File: src/rtl/mem_arbiter.sv
// Arbitrates a fetch port and a data port onto one single-outstanding memory backend.
// Data has priority; a streak counter lets fetch in after two back-to-back data wins.
module mem_arbiter #(
    parameter int AW      = 10,
    parameter int TIMEOUT = 15
) (
    input  logic          clk,
    input  logic          rst,
    input  logic          i_req,
    input  logic [AW-1:0] i_addr,
    output logic [31:0]   i_rdata,
    output logic          i_done,
    output logic          i_stall,
    input  logic          d_req,
    input  logic          d_we,
    input  logic [3:0]    d_be,
    input  logic [AW-1:0] d_addr,
    input  logic [31:0]   d_wdata,
    output logic [31:0]   d_rdata,
    output logic          d_done,
    output logic          d_stall,
    output logic          bk_req,
    output logic          bk_we,
    output logic [3:0]    bk_be,
    output logic [AW-1:0] bk_addr,
    output logic [31:0]   bk_wdata,
    input  logic          bk_ack,
    input  logic [31:0]   bk_rdata,
    output logic          err,
    input  logic          err_clr
);
    localparam int WW = $clog2(TIMEOUT + 1);
    localparam logic [WW-1:0] WAIT_LAST = WW'(TIMEOUT - 1);

    typedef enum logic [1:0] {IDLE, I_BUSY, D_BUSY} state_t;

    state_t        state_q, state_d;
    logic [1:0]    streak_q, streak_d;
    logic [WW-1:0] wait_q, wait_d;
    logic          bk_we_q, bk_we_d;
    logic [3:0]    bk_be_q, bk_be_d;
    logic [AW-1:0] bk_addr_q, bk_addr_d;
    logic [31:0]   bk_wdata_q, bk_wdata_d;
    logic [31:0]   i_rdata_q, i_rdata_d;
    logic [31:0]   d_rdata_q, d_rdata_d;
    logic          i_done_q, i_done_d;
    logic          d_done_q, d_done_d;
    logic          err_q, err_d;
    logic          grant_d, grant_i;

    always_comb begin
        state_d    = state_q;
        streak_d   = streak_q;
        wait_d     = wait_q;
        bk_we_d    = bk_we_q;
        bk_be_d    = bk_be_q;
        bk_addr_d  = bk_addr_q;
        bk_wdata_d = bk_wdata_q;
        i_rdata_d  = i_rdata_q;
        d_rdata_d  = d_rdata_q;
        i_done_d   = 1'b0;
        d_done_d   = 1'b0;
        err_d      = err_q;
        grant_d    = 1'b0;
        grant_i    = 1'b0;

        if (err_clr) begin
            err_d = 1'b0;
        end

        case (state_q)
            IDLE: begin
                // Hold off all grants while a done pulse is out so a requester's
                // still-high req is only re-sampled the cycle after its done.
                if (!i_done_q && !d_done_q) begin
                    grant_d = d_req && !(i_req && streak_q == 2'd2);
                    grant_i = i_req && !grant_d;
                end
            end
            I_BUSY, D_BUSY: begin
                if (bk_ack) begin
                    state_d = IDLE;
                    if (state_q == I_BUSY) begin
                        i_rdata_d = bk_rdata;
                        i_done_d  = 1'b1;
                    end else begin
                        if (!bk_we_q) begin
                            d_rdata_d = bk_rdata;
                        end
                        d_done_d = 1'b1;
                    end
                end else if (wait_q == WAIT_LAST) begin
                    state_d = IDLE;
                    err_d   = 1'b1;
                    if (state_q == I_BUSY) begin
                        i_rdata_d = 32'h0;
                        i_done_d  = 1'b1;
                    end else begin
                        d_rdata_d = 32'h0;
                        d_done_d  = 1'b1;
                    end
                end else begin
                    wait_d = wait_q + WW'(1);
                end
            end
            default: state_d = IDLE;
        endcase

        if (grant_d) begin
            state_d    = D_BUSY;
            wait_d     = '0;
            bk_we_d    = d_we;
            bk_be_d    = d_be;
            bk_addr_d  = d_addr;
            bk_wdata_d = d_wdata;
            if (i_req && streak_q != 2'd2) begin
                streak_d = streak_q + 2'd1;
            end
        end else if (grant_i) begin
            state_d    = I_BUSY;
            wait_d     = '0;
            streak_d   = 2'd0;
            bk_we_d    = 1'b0;
            bk_be_d    = 4'hF;
            bk_addr_d  = i_addr;
            bk_wdata_d = 32'h0;
        end
    end

    always_ff @(posedge clk) begin
        if (rst) begin
            state_q    <= IDLE;
            streak_q   <= 2'd0;
            wait_q     <= '0;
            bk_we_q    <= 1'b0;
            bk_be_q    <= 4'h0;
            bk_addr_q  <= '0;
            bk_wdata_q <= 32'h0;
            i_rdata_q  <= 32'h0;
            d_rdata_q  <= 32'h0;
            i_done_q   <= 1'b0;
            d_done_q   <= 1'b0;
            err_q      <= 1'b0;
        end else begin
            state_q    <= state_d;
            streak_q   <= streak_d;
            wait_q     <= wait_d;
            bk_we_q    <= bk_we_d;
            bk_be_q    <= bk_be_d;
            bk_addr_q  <= bk_addr_d;
            bk_wdata_q <= bk_wdata_d;
            i_rdata_q  <= i_rdata_d;
            d_rdata_q  <= d_rdata_d;
            i_done_q   <= i_done_d;
            d_done_q   <= d_done_d;
            err_q      <= err_d;
        end
    end

    assign bk_req   = (state_q != IDLE);
    assign bk_we    = bk_we_q;
    assign bk_be    = bk_be_q;
    assign bk_addr  = bk_addr_q;
    assign bk_wdata = bk_wdata_q;
    assign i_rdata  = i_rdata_q;
    assign d_rdata  = d_rdata_q;
    assign i_done   = i_done_q;
    assign d_done   = d_done_q;
    assign err      = err_q;
    assign i_stall  = i_req & ~i_done_q;
    assign d_stall  = d_req & ~d_done_q;

endmodule
File: config.mk
export PLATFORM = sky130hd
export DESIGN_NAME = mem_arbiter
export DESIGN_NICKNAME = d
export VERILOG_FILES = /design/src/rtl/mem_arbiter.sv
export SDC_FILE = /design/constraint.sdc
export NUM_CORES = 1
export LEC_CHECK = 0
export CORE_MARGIN = 5
export CORE_UTILIZATION = 45
export DETAILED_ROUTE_END_ITERATION = 12
export PLACE_DENSITY = 0.85
export SYNTH_ARGS = -nofsm -noshare
export SYNTH_HDL_FRONTEND = slang
export SYNTH_SLANG_ARGS = --single-unit
File: constraint.sdc
create_clock -name clk -period 3.3 [get_ports clk]
set_input_delay 0.495 -clock clk [delete_from_list [all_inputs] [get_ports clk]]
set_output_delay 0.495 -clock clk [all_outputs]
set_load 0.02 [all_outputs]
==> impl_metrics.tcl <==
set metrics [dict create \
    outcome "finished, final reports clean" \
    power.total_w 0.00453 \
    pnr_worst_setup_slack_ns 0.894 \
    syn_area_um2 4740 \
    synth.lib_cells_used.distinct 45 \
    boundaryPins 212 \
    flow.area_growth_from_synthesis_pct 58.4 \
    nets 797 \
    static-leakage-power_nw 2.67 \
    vdd_ir_drop_max_v 0.000301 \
    ctsResizeCount 0 \
    timing.critical_path.required_ns 2.80 \
    worstReg2RegEnd "bk_addr[5]" \
    timing.slew.headroom 0.251 \
    max_clock_freq_mhz 416 \
    ctsRootBufferMaster "clkbuf_8" \
    worst-setup-path-type "primary input to primary output" \
    async_reset_ff_frac 0 \
    grt_first_pass_wirelength_um 25200 \
    cellPowerDensity_nw_per_um2 602 \
    core_area_um2 10300 \
    tightestPinTransition_ns 1.12 \
    cp_bufs_invs 2 \
    numCtsBuffers 17 \
    std_cell_rows 37 \
    layout_min_cycle_time_ns 2.41 \
    crit_family "buffers and inverters" \
    share_clk_of_total_power 0.423 \
    hp-start "rst" \
    cts_tree "yes" \
    htree_num_levels 4 \
    regToRegStartpoint "state_q[0]" \
    detail_route.wirelength.met1_um 6160 \
    total_die_area_um2 12700 \
    max_stage_delay_ns 0.62 \
    postSynthAreaPerCell_um2 9.28 \
    postSynthRegisterBits 122 \
    pwr-share-comb 0.214 \
    num-fill-cells 755 \
    gr-total-overflow 0 \
    seq_power_share 0.363 \
    element_type_at_the_critical_path_end "primary output" \
    wl_met3_um 1070 \
    first_pass_iters 5 \
    crit_path_top_delay_cell "clkdlybuf4s50_1" \
    r2r_cells 6 \
    top_signal_layer_used "met4" \
    grt_antenna_before_repair 0 \
    max_cap_viol_count 0 \
    ys_seq_area_frac 0.515 \
    final_setup_viols 0 \
    path_cells "clkdlybuf4s50_1, nor2b_1, clkdlybuf4s50_1" \
    die-width_um 113 \
    timing.critical_path.fanout_max 6 \
    area_taken_by_flip_flops_and_latches_um2 2440 \
    detail_route.iter0.violations 299 \
    cp_common_cell "clkdlybuf4s50_1" \
    track_usage 0.248 \
    routed_via_count 4854 \
    via_count_of_the_first_global_routing_pass 4785 \
    die_y_um 113 \
    timing.hold.worst_endpoint "bk_be[2]" \
    met2_length_um 8330 \
    dp_worst_setup_slack_ns 0.779 \
    postSynth.topFlopCell "dfxtp_1" \
    final_core_util 0.728 \
    clock_skew_ns 0.00656 \
    hpwl_um 11300 \
    via_per_inst 5.74 \
    gp_routability_congestion 0.820 \
    largest_net_degree_at_the_start_of_global_routing 81 \
    number_of_enable_type_register_cells_in_the_synthesized_netlist 0 \
    post-cts-setup-buffer-count 0 \
    switching_share 0.275 \
    startpoint_type "primary input" \
    min_delay_path_depth 3 \
    critPathArrivalTime_ns 1.91 \
    rsz0062_at_grt "no" \
    totalWireLength_um 16100 \
    antenna-diode-count 0 \
    yosysWarningCount 0 \
    clock_latency_ns 0.51 \
    route.antenna.remaining_nets 0 \
    multi_input_area_um2 2060 \
    power_report.internal_total_w 0.00328 \
    clkSlewWorstSetupHoldPaths_ns 0.06 \
    finalCritPeriodShare 0.729 \
    timing.setup.tns_ns 0 \
    port_buffers 211 \
    cts_hold_buffers 0 \
    drv_slew 0 \
    net-switching-power_w 0.00125 \
    clock_tree.buffer_depth 2 \
    floorplan.initialDensity 0.459 \
    number_of_standard_cells_after_synthesis 511 \
    wire_per_inst_um 19.0 \
    worst_hold_path_type "primary input to flop" \
    r2r_slack_ns 0.93 \
    hold_vio_cnt_final 0 \
    clock-sinks 122 \
    total_nets_after_synthesis 611 \
    final_layout_size_suffix_gt1_frac 0.0775 \
    post-route-drc-count 0 \
]
worst max path at each step:
stage                          start  cells after the start          end
after floorplan           state_q[0]                      7   d_rdata[0]
after global placement        bk_ack                      4  d_rdata[24]
after detailed placement       d_req                      5     bk_be[0]
after CTS                 state_q[0]                      4       bk_req
after global routing      state_q[0]                      6   bk_addr[5]
final                          i_req                      3      i_stall
synth_stat cells (2+ instances only):
cell        n  area share
and3_1      2      0.0026
a311oi_1   11       0.020
and4_1      2      0.0037
a211oi_1    2      0.0032
nor3_1      2      0.0021
o21ai_0    38       0.040
mux2i_1     2      0.0042
dfxtp_1   122        0.51
buf_2      23       0.024
clkbuf_2    2      0.0021
o211ai_1   32       0.051
nor4bb_1    2      0.0042
o21ai_1     7      0.0074
a22o_1     32       0.059
o221a_2     4      0.0095
a21oi_1    80       0.084
nand2_1    33       0.026
inv_1       6      0.0047
nor2b_1     4      0.0053
ha_1        5       0.013
or3b_1      2      0.0037
nor2_1      3      0.0024
buf_1       2      0.0016
nand3_1    46       0.049
clkbuf_1   24       0.019
nor3b_1     3      0.0047
buf_4       2      0.0032
power groups by stage:
stage	logic (W)	clock network [W]	registers (W)
final	0.000967	0.00192	0.00164
after global routing	0.00103	0.00201	0.00166
after CTS	0.000968	0.00194	0.00164
after detailed placement	0.000961	0	0.00167
after global placement	0.000935	0	0.00167
after floorplan	0.000393	0	0.00179
flip-flops by register name, summed over array words and instances, names as in the netlist:
name / count
state_q: 2
d_done: 1
bk_addr: 10
bk_wdata: 32
i_done: 1
bk_be: 4
d_rdata: 32
err: 1
bk_we: 1
streak_q: 2
i_rdata: 32
wait_q: 4
cells by family (layout without fill, tap and decap cells):
family	count (synthesis)	after routing	synth area share
DFF	122	122	0.515
adders and majority gates	5	5	0.0132
AOI/OAI and AO/OA	214	214	0.292
and+or+nand+nor	108	108	0.120
muxes	2	2	0.00422
buffers and inverters	60	259	0.0557
placed cells by master (no fill, tap or decap), types with 2 or more instances in the layout:
cell	instances
nor3_1	2
o21ai_0	38
nor2b_1	4
buf_12	2
nand3_1	46
clkbuf_8	3
a22o_1	32
dfxtp_1	122
nor3b_1	2
nand2_1	33
a21oi_1	80
clkbuf_1	2
inv_1	6
clkdlybuf4s50_1	210
clkinv_2	2
o21ai_1	7
buf_4	7
nor2_1	3
ha_1	5
and3_1	2
clkinvlp_4	4
o211ai_1	32
or3b_1	2
mux2i_1	2
bufinv_16	4
a311oi_1	11
and4_1	2
o221a_2	4
a211oi_1	2
clkbuf_16	16
per-layer routing:
layer  track usage  up-vias
li1              -     2272
met1         0.288     2339
met2         0.425      203
met3        0.0668       40
met4         0.111        0
met5             0        -
worst min-delay path: cells and delay by family:
family	cells	cell delay, ns
buffers and inverters	2	0.23
AO/OA/AOI/OAI	1	0.14
cell type report:
class / instances / area share
Sequential cell: 122 / 0.325
Timing Repair Buffer: 220 / 0.293
Clock buffer: 21 / 0.0598
Multi-Input combinational cell: 329 / 0.274
Clock inverter: 11 / 0.0225
Inverter: 7 / 0.00350
Tap cell: 136 / 0.0226
metrics by stage:
stage / instances / hold slack [ns] / area (um^2)
5_1_grt: 846 / 0.383 / 7510
2_1_floorplan: 511 / 0.465 / 4740
3_5_place_dp: 814 / 0.462 / 6900
4_1_cts: 846 / 0.366 / 7510
6_report: 846 / 0.397 / 7510
3_3_place_gp: 814 / 0.456 / 6900
Note: power is estimated with default switching activity, not from simulation.
